## src/rtl/reset_request_gen.sv

```systemverilog
`default_nettype none
// ============================================================================
// Module   : reset_request_gen
// Purpose  : Converts a raw, bouncy reset push-button (and, optionally, a host
//            software reset strobe) into one clean, fixed-width, active-low
//            reset request for the downstream reset sequencer. A hold-off
//            window blocks retriggering while the button is held or bouncing.
// Ports    : i_clk         system clock, rising edge
//            _rst          asynchronous active-low reset of this block
//            i_button      raw asynchronous push-button pin
//            i_sw_rst_req  1-cycle software reset strobe (RESET_REQ_SW_EN only)
//            _o_rst        active-low reset request (registered)
//            o_rst         active-high copy of the request (registered)
//            o_busy        high while in ASSERT or HOLDOFF (registered)
//            o_cause       {button, sw} of the last request, sticky
// Config   : define RESET_REQ_SW_EN to add the software request path;
//            without it i_sw_rst_req is absent and o_cause[0] is always 0.
// Revision : 1.0 - initial release
// ============================================================================
module reset_request_gen #(
  parameter int DEBOUNCE_CYCLES   = 16,
  parameter int PULSE_CYCLES      = 8,
  parameter int HOLDOFF_CYCLES    = 32,
  parameter bit BUTTON_ACTIVE_LOW = 1'b1
) (
  input  logic       i_clk,
  input  logic       _rst,
  input  logic       i_button,
`ifdef RESET_REQ_SW_EN
  input  logic       i_sw_rst_req,
`endif
  output logic       _o_rst,
  output logic       o_rst,
  output logic       o_busy,
  output logic [1:0] o_cause
);

  localparam int MAX_CNT = (PULSE_CYCLES > HOLDOFF_CYCLES) ? PULSE_CYCLES : HOLDOFF_CYCLES;
  localparam int CNT_W   = $clog2(MAX_CNT + 1);
  localparam int DB_W    = $clog2(DEBOUNCE_CYCLES + 1);

  localparam logic [CNT_W-1:0] PULSE_LAST = CNT_W'(PULSE_CYCLES - 1);
  localparam logic [CNT_W-1:0] HOLD_LAST  = CNT_W'(HOLDOFF_CYCLES - 1);
  localparam logic [DB_W-1:0]  DB_LAST    = DB_W'(DEBOUNCE_CYCLES - 1);
  // Pin level that means "released"; the sync chain resets to this value.
  localparam logic RELEASED_PIN = BUTTON_ACTIVE_LOW;

  typedef enum logic [1:0] {
    S_IDLE    = 2'd0,
    S_ASSERT  = 2'd1,
    S_HOLDOFF = 2'd2
  } state_t;

  // --------------------------------------------------------------------------
  // Two-flop synchronizer, polarity normalized to pressed = 1 after the chain
  // --------------------------------------------------------------------------
  logic r_sync1;
  logic r_sync2;
  logic w_btn;

  always_ff @(posedge i_clk or negedge _rst) begin
    if (!_rst) begin
      r_sync1 <= RELEASED_PIN;
      r_sync2 <= RELEASED_PIN;
    end else begin
      r_sync1 <= i_button;
      r_sync2 <= r_sync1;
    end
  end

  assign w_btn = BUTTON_ACTIVE_LOW ? ~r_sync2 : r_sync2;

  // --------------------------------------------------------------------------
  // Debounce: the level must differ for DEBOUNCE_CYCLES consecutive cycles;
  // any matching cycle restarts the count so short glitches never flip it.
  // --------------------------------------------------------------------------
  logic            r_db;
  logic            r_db_q;
  logic [DB_W-1:0] r_db_cnt;
  logic            w_press;
  logic            w_sw;

  always_ff @(posedge i_clk or negedge _rst) begin
    if (!_rst) begin
      r_db     <= 1'b0;
      r_db_q   <= 1'b0;
      r_db_cnt <= '0;
    end else begin
      r_db_q <= r_db;
      if (w_btn == r_db) begin
        r_db_cnt <= '0;
      end else if (r_db_cnt == DB_LAST) begin
        r_db     <= w_btn;
        r_db_cnt <= '0;
      end else begin
        r_db_cnt <= r_db_cnt + DB_W'(1);
      end
    end
  end

  // Press event is the cycle right after the debounced level rises.
  assign w_press = r_db & ~r_db_q;

`ifdef RESET_REQ_SW_EN
  assign w_sw = i_sw_rst_req;
`else
  assign w_sw = 1'b0;
`endif

  // --------------------------------------------------------------------------
  // Request FSM
  // --------------------------------------------------------------------------
  state_t           r_state;
  state_t           w_state_nxt;
  logic [CNT_W-1:0] r_cnt;
  logic [CNT_W-1:0] w_cnt_nxt;
  logic [1:0]       r_cause;
  logic [1:0]       w_cause_nxt;
  logic             r_rst_n;
  logic             r_rst;
  logic             r_busy;

  always_ff @(posedge i_clk or negedge _rst) begin
    if (!_rst) begin
      r_state <= S_IDLE;
      r_cnt   <= '0;
      r_cause <= 2'b00;
      r_rst_n <= 1'b1;
      r_rst   <= 1'b0;
      r_busy  <= 1'b0;
    end else begin
      r_state <= w_state_nxt;
      r_cnt   <= w_cnt_nxt;
      r_cause <= w_cause_nxt;
      // Outputs decoded from the next state so they are plain flops.
      r_rst_n <= (w_state_nxt != S_ASSERT);
      r_rst   <= (w_state_nxt == S_ASSERT);
      r_busy  <= (w_state_nxt != S_IDLE);
    end
  end

  always_comb begin
    w_state_nxt = r_state;
    w_cnt_nxt   = r_cnt;
    w_cause_nxt = r_cause;
    case (r_state)
      S_IDLE: begin
        if (w_press || w_sw) begin
          w_state_nxt = S_ASSERT;
          w_cnt_nxt   = '0;
          w_cause_nxt = {w_press, w_sw};
        end
      end
      S_ASSERT: begin
        if (r_cnt == PULSE_LAST) begin
          w_state_nxt = S_HOLDOFF;
          w_cnt_nxt   = '0;
        end else begin
          w_cnt_nxt = r_cnt + CNT_W'(1);
        end
      end
      S_HOLDOFF: begin
        // Counter saturates at done; a held button keeps us here.
        if (r_cnt == HOLD_LAST) begin
          if (!r_db) begin
            w_state_nxt = S_IDLE;
            w_cnt_nxt   = '0;
          end
        end else begin
          w_cnt_nxt = r_cnt + CNT_W'(1);
        end
      end
      default: begin
        w_state_nxt = S_IDLE;
        w_cnt_nxt   = '0;
      end
    endcase
  end

  assign _o_rst  = r_rst_n;
  assign o_rst   = r_rst;
  assign o_busy  = r_busy;
  assign o_cause = r_cause;

endmodule
`default_nettype wire

```

## config.mk

```make
export PLATFORM = sky130hd
export DESIGN_NAME = reset_request_gen
export DESIGN_NICKNAME = d
export VERILOG_FILES = /design/src/rtl/reset_request_gen.sv
export SDC_FILE = /design/constraint.sdc
export NUM_CORES = 1
export LEC_CHECK = 0
export ABC_AREA = 1
export CAP_MARGIN = 40
export CORE_ASPECT_RATIO = 0.5
export CORE_MARGIN = 2
export CORE_UTILIZATION = 40
export CTS_CLUSTER_SIZE = 20
export DETAILED_ROUTE_END_ITERATION = 16
export PLACE_DENSITY = 0.67
export SLEW_MARGIN = 20
export SYNTH_ARGS = -nofsm -noshare
export SYNTH_HDL_FRONTEND = slang
export SYNTH_SLANG_ARGS = --single-unit
```

## constraint.sdc

```tcl
create_clock -name i_clk -period 1.3 [get_ports i_clk]
set_input_delay 0.195 -clock i_clk [delete_from_list [all_inputs] [get_ports i_clk]]
set_output_delay 0.195 -clock i_clk [all_outputs]
set_load 0.02 [all_outputs]
```

# After elaboration in Yosys (flattened, before gate mapping)
# Cells that the tools add are included.
word_totals:
  reg_bits: 21
  in_bits: 3
  elab_cells: 44
classes:
  n_addsub: 2
  n_eq_ne: 10
  n_mux: 12
  bitwise: 4
  reduce_logical: 5
op_table:
  columns: ["operator", "count"]
  rows:
  - ["$mux 6", 4]
  - ["$pmux 6 s3", 1]
  - ["$mux 5", 2]
  - ["$mux 2", 4]
  - ["$add 6x1->6 const B", 1]
  - ["$eq 6x3->1 const B", 1]
  - ["$eq 6x5->1 const B", 1]
  - ["$pmux 2 s3", 1]
  - ["$reduce_and 2->1", 3]
  - ["$add 5x1->5 const B", 1]
  - ["$eq 5x4->1 const B", 1]
  - ["$eq 2x1->1 const B", 2]
  - ["$ne 3x3->1 const B", 1]
  - ["$not 1->1", 3]
  - ["$eq 2x2->1 const B", 1]
  - ["$logic_not 2->1", 1]
  - ["$ne 2x1->1 const B", 1]
  - ["$ne 2x2->1 const B", 1]
  - ["$reduce_bool 2->1", 1]
  - ["$and 1x1->1", 1]
  - ["$eq 1x1->1", 1]

# Logic depth before layout (Yosys ltp)
logic_depth:
  ltp_word: 5
  mapped_depth: 10
  mapped_depth_nobuf: 10

# Worst setup path after synthesis
# OpenSTA, ideal clock, no wires.
synth_timing:
  kind: "register -> register"
  startpoint: "register r_cnt[0]"
  endpoint: "register r_cnt[4]"
  setup_time_ns: 0.113
  arrival_ns: 1.181
  required_ns: 1.187
  path_slack_ns: 0.006
  path_stages_with_launch: 9
  n_path_buf: 0
  period_less_slack_ns: 1.294
  path_cell_list: "dfrtp_1 ha_1 nand3_4 o21ai_4 nand2_4 nand2_1 nand2_1 nand2_1 inv_1"
synth_via:
  elab_chain_len: 3
  elab_cells_between_ends: 8
  classes_between: "1 x add/sub; 3 x eq/ne; 3 x mux; 1 x reduce/logical"
synth_lines:
  columns: ["item", "line", "source"]
  rows:
  - ["start, declared", "115", "logic [CNT_W-1:0] r_cnt;"]
  - ["start signal, assigned", "133", "r_cnt <= w_cnt_nxt;"]
  - ["$add 6x1->6, or another cell as far along", "159, 170", null]
  - ["$mux 6, or another cell as far along", "164", "if (r_cnt == HOLD_LAST) begin"]
  - ["$pmux 6 s3 or $reduce_and 2->1 (tied branches)", null, null]
# Parallel ways exist; a longest one is shown, timed or not.
# A chain may end at the register's enable or synchronous reset.

# Final worst setup path
layout_timing:
  startpoint: "register r_state[1]"
  endpoint: "register r_busy, in the netlist o_busy"
layout_via:
  elab_chain_len: 4
  elab_cells_between_ends: 9
  classes_between: "2 x eq/ne; 5 x mux; 2 x reduce/logical"
layout_lines:
  columns: ["item", "line", "source"]
  rows:
  - ["start, declared", "113", "state_t r_state;"]
  - ["start signal, assigned", "132", "r_state <= w_state_nxt;"]
  - ["$mux 2", "165", "if (!r_db) begin"]
  - ["$mux 2", "164", null]
  - ["$pmux 2 s3 *", "146", "case (r_state)"]
  - ["$reduce_bool 2->1 *", "138", "r_busy <= (w_state_nxt != S_IDLE);"]
  - ["end signal, assigned", "138", null]
  - ["end, declared", "121", "logic r_busy;"]
# Every way passes the cells marked *; elsewhere a longest branch is shown, timed or not.

==> results_dict.tcl <==
set metrics [dict create \
    crit_required_ns 1.46 \
    power_frac_clock 0.360 \
    initial_utilization 0.434 \
    peakVddDrop_v 0.000858 \
    fin_nets 163 \
    post-route-min-period_ns 1.30 \
    power_density_nw_per_um2 804 \
    avgSynthCellArea_um2 8.83 \
    synth_mux_area_frac 0 \
    numPortBuffers 6 \
    power_frac_seq 0.561 \
    yosysWarnings 0 \
    cts_made_buffers 3 \
    postRouteAntennaNets 0 \
    die_h_um 42.0 \
    totalPowerFinal_mw 1.21 \
    async_flop_share 1.00 \
    synth_edf_count 0 \
    synth_most_common_cell "nand2_1" \
    drc 0 \
    synth_cells 131 \
    place_inst 181 \
    yosysTopAreaCell "dfrtp_1" \
    synth-compound-area-share 0.106 \
    htree_levels 1 \
    antenna_cells 0 \
    switching_share 0.237 \
    pre_cts_ws_ns -0.0404 \
    drtPass1Iterations 4 \
    cts_sinks 21 \
    synth_top_family_by_area "simple AND/OR/NAND/NOR gates" \
    grt_use_total 0.145 \
    drv_slew 0 \
    p_leak_nw 0.724 \
    synth_xor_area_frac 0.0151 \
    period_share 0.998 \
    via_count 878 \
    row_count 13 \
    cap_violations 0 \
    synth_fa_ha_area_frac 0.0649 \
    grt_max_degree 22 \
    setup_tns_ns 0 \
    core-area_um2 2670 \
    intPower_uw 925 \
    die_w_um 80.1 \
    routedWlPerCell_um 11.5 \
    path_class "reg -> reg" \
    fin_ws_ns 0.00240 \
    area_growth_pct 30.2 \
    num_io_pins 8 \
    synthTopCellsByArea "dfrtp_1 (39%), nand2_1 (10%), dfstp_2 (6.8%)" \
    ctsRootBufferMaster "clkbuf_8" \
    hold_viol 0 \
    cts_tree "done" \
    yosys.area_share.simple 0.271 \
    ys_types 27 \
    cts_hold_buf 0 \
    ys_ff_latch 21 \
    setup_viol 0 \
    fin_cells 190 \
    syn_nets 140 \
    viasPerCell 4.62 \
    antenna_found_initial 0 \
    outcome "complete, no violations" \
    cp.arrival_ns 1.45 \
    clkTransAtPathRegs_ns 0.08 \
    clk_path_buf_depth 2 \
    path_max_fanout 4 \
    grt_pass1_vias 857 \
    skew_ns 0.00123 \
    die-area_um2 3370 \
    synth_top_area_share 0.389 \
    cp-start-kind "flop" \
    combPwrFrac 0.079 \
    gp_congestion 0.779 \
    syn_area_um2 1160 \
    grt_overflow 0 \
    grt_pass1_wl_um 3760 \
    switchingPower_uw 287 \
    r2r_slack_ns 0.002 \
    fmax_mhz 771 \
    insertion_delay_ns 0.26 \
    hold_class "in -> async" \
    synthTopCellsByCount "nand2_1 (31), inv_1 (20), dfrtp_1 (18), nor2_1 (8)" \
    rsz0062_at_grt "yes" \
    drive_gt1_frac 0.386 \
    hpwl_um 1530 \
    seq_area_frac_synth 0.457 \
    drtIter0Drc 47 \
    end_kind "flop" \
    routed_wl_um 2180 \
    synthFlopType "dfrtp_1" \
]
## metal layers
layer	global-route usage	routed length, um
met3	0.0388	64
met2	0.255	1160
met4	0.0441	38
met1	0.175	912
met5	0	0
## flip-flops by register name (all words and copies together) (netlist names)
name      cells
r_db          1
r_cnt         6
r_db_q        1
r_db_cnt      5
r_sync2       1
r_sync1       1
_o_rst        1
r_state       2
o_rst         1
o_cause       1
o_busy        1
## cells in the final DEF (no fill, tap or decap), types with 4 or more instances in the layout
master,n
o21ai_2,5
nand2_2,8
inv_2,4
nand3_1,4
nor2_1,8
ha_4,4
buf_4,12
nand2_1,28
inv_1,16
dfrtp_1,18
## power by group through the flow
stage	sequential, mW	combinational, mW	clock (mW)
global route	0.682	0.109	0.477
global placement	0.691	0.0852	0
detailed placement	0.693	0.0863	0
CTS	0.680	0.0899	0.454
finish	0.680	0.0957	0.436
floorplan	0.694	0.0472	0
## final cells by class
| class | count | area (um^2) |
|---|---|---|
| well taps | 37 | 46.3 |
| fillers | 244 | 1160 |
| repair buffers | 19 | 153 |
| clock buffers | 3 | 41.3 |
| multi-input cells | 87 | 639 |
| flip-flops and latches | 21 | 529 |
| clock inverters | 1 | 7.51 |
| inverters | 22 | 90.1 |
## what timing repair did
item / CTS / global route
gates resized for setup: 16 / 17
setup buffers: 3 / 2
pin swaps: 0 / 5
setup endpoints to repair: 14 / 12
gates cloned: 0 / 0
## critical path, stage by stage, from the launching register on
cell and delay [ns]:
dfrtp_1 0.43, buf_6 0.14, ha_4 0.17, inv_2 0.05, o21bai_4 0.13, nand4_1 0.11
nand2_1 0.12, nand2_1 0.06
## final timing paths
path,start,to,cells past startpoint
min in group i_clk,i_button,r_sync1,1
worst min-delay path,_rst,r_db,2
worst min register to register,r_sync1,r_sync2,0
worst max register to register,r_state[1],o_busy,7
max in group asynchronous,_rst,_o_rst,2
worst max-delay path,r_state[1],o_busy,7
## through the flow
stage / hold WS [ns] / instance area, um^2 / utilization
finish: 0.269 / 1510 / 0.565
global route: 0.324 / 1510 / 0.565
CTS: 0.272 / 1440 / 0.540
detailed placement: 0.351 / 1320 / 0.493
global placement: 0.346 / 1320 / 0.493
floorplan: -0.101 / 1160 / -
## kinds of logic (layout without fill, tap and decap cells)
kind of cell | Yosys count | in the layout
other | 1 | 1
xor gates and xnor gates | 2 | 2
and+or+nand+nor | 63 | 63
DFF | 21 | 21
buffers and inverters | 23 | 45
AOI/OAI and AO/OA | 15 | 15
adders and majority gates | 6 | 6
(Power assumes the default switching activity.)
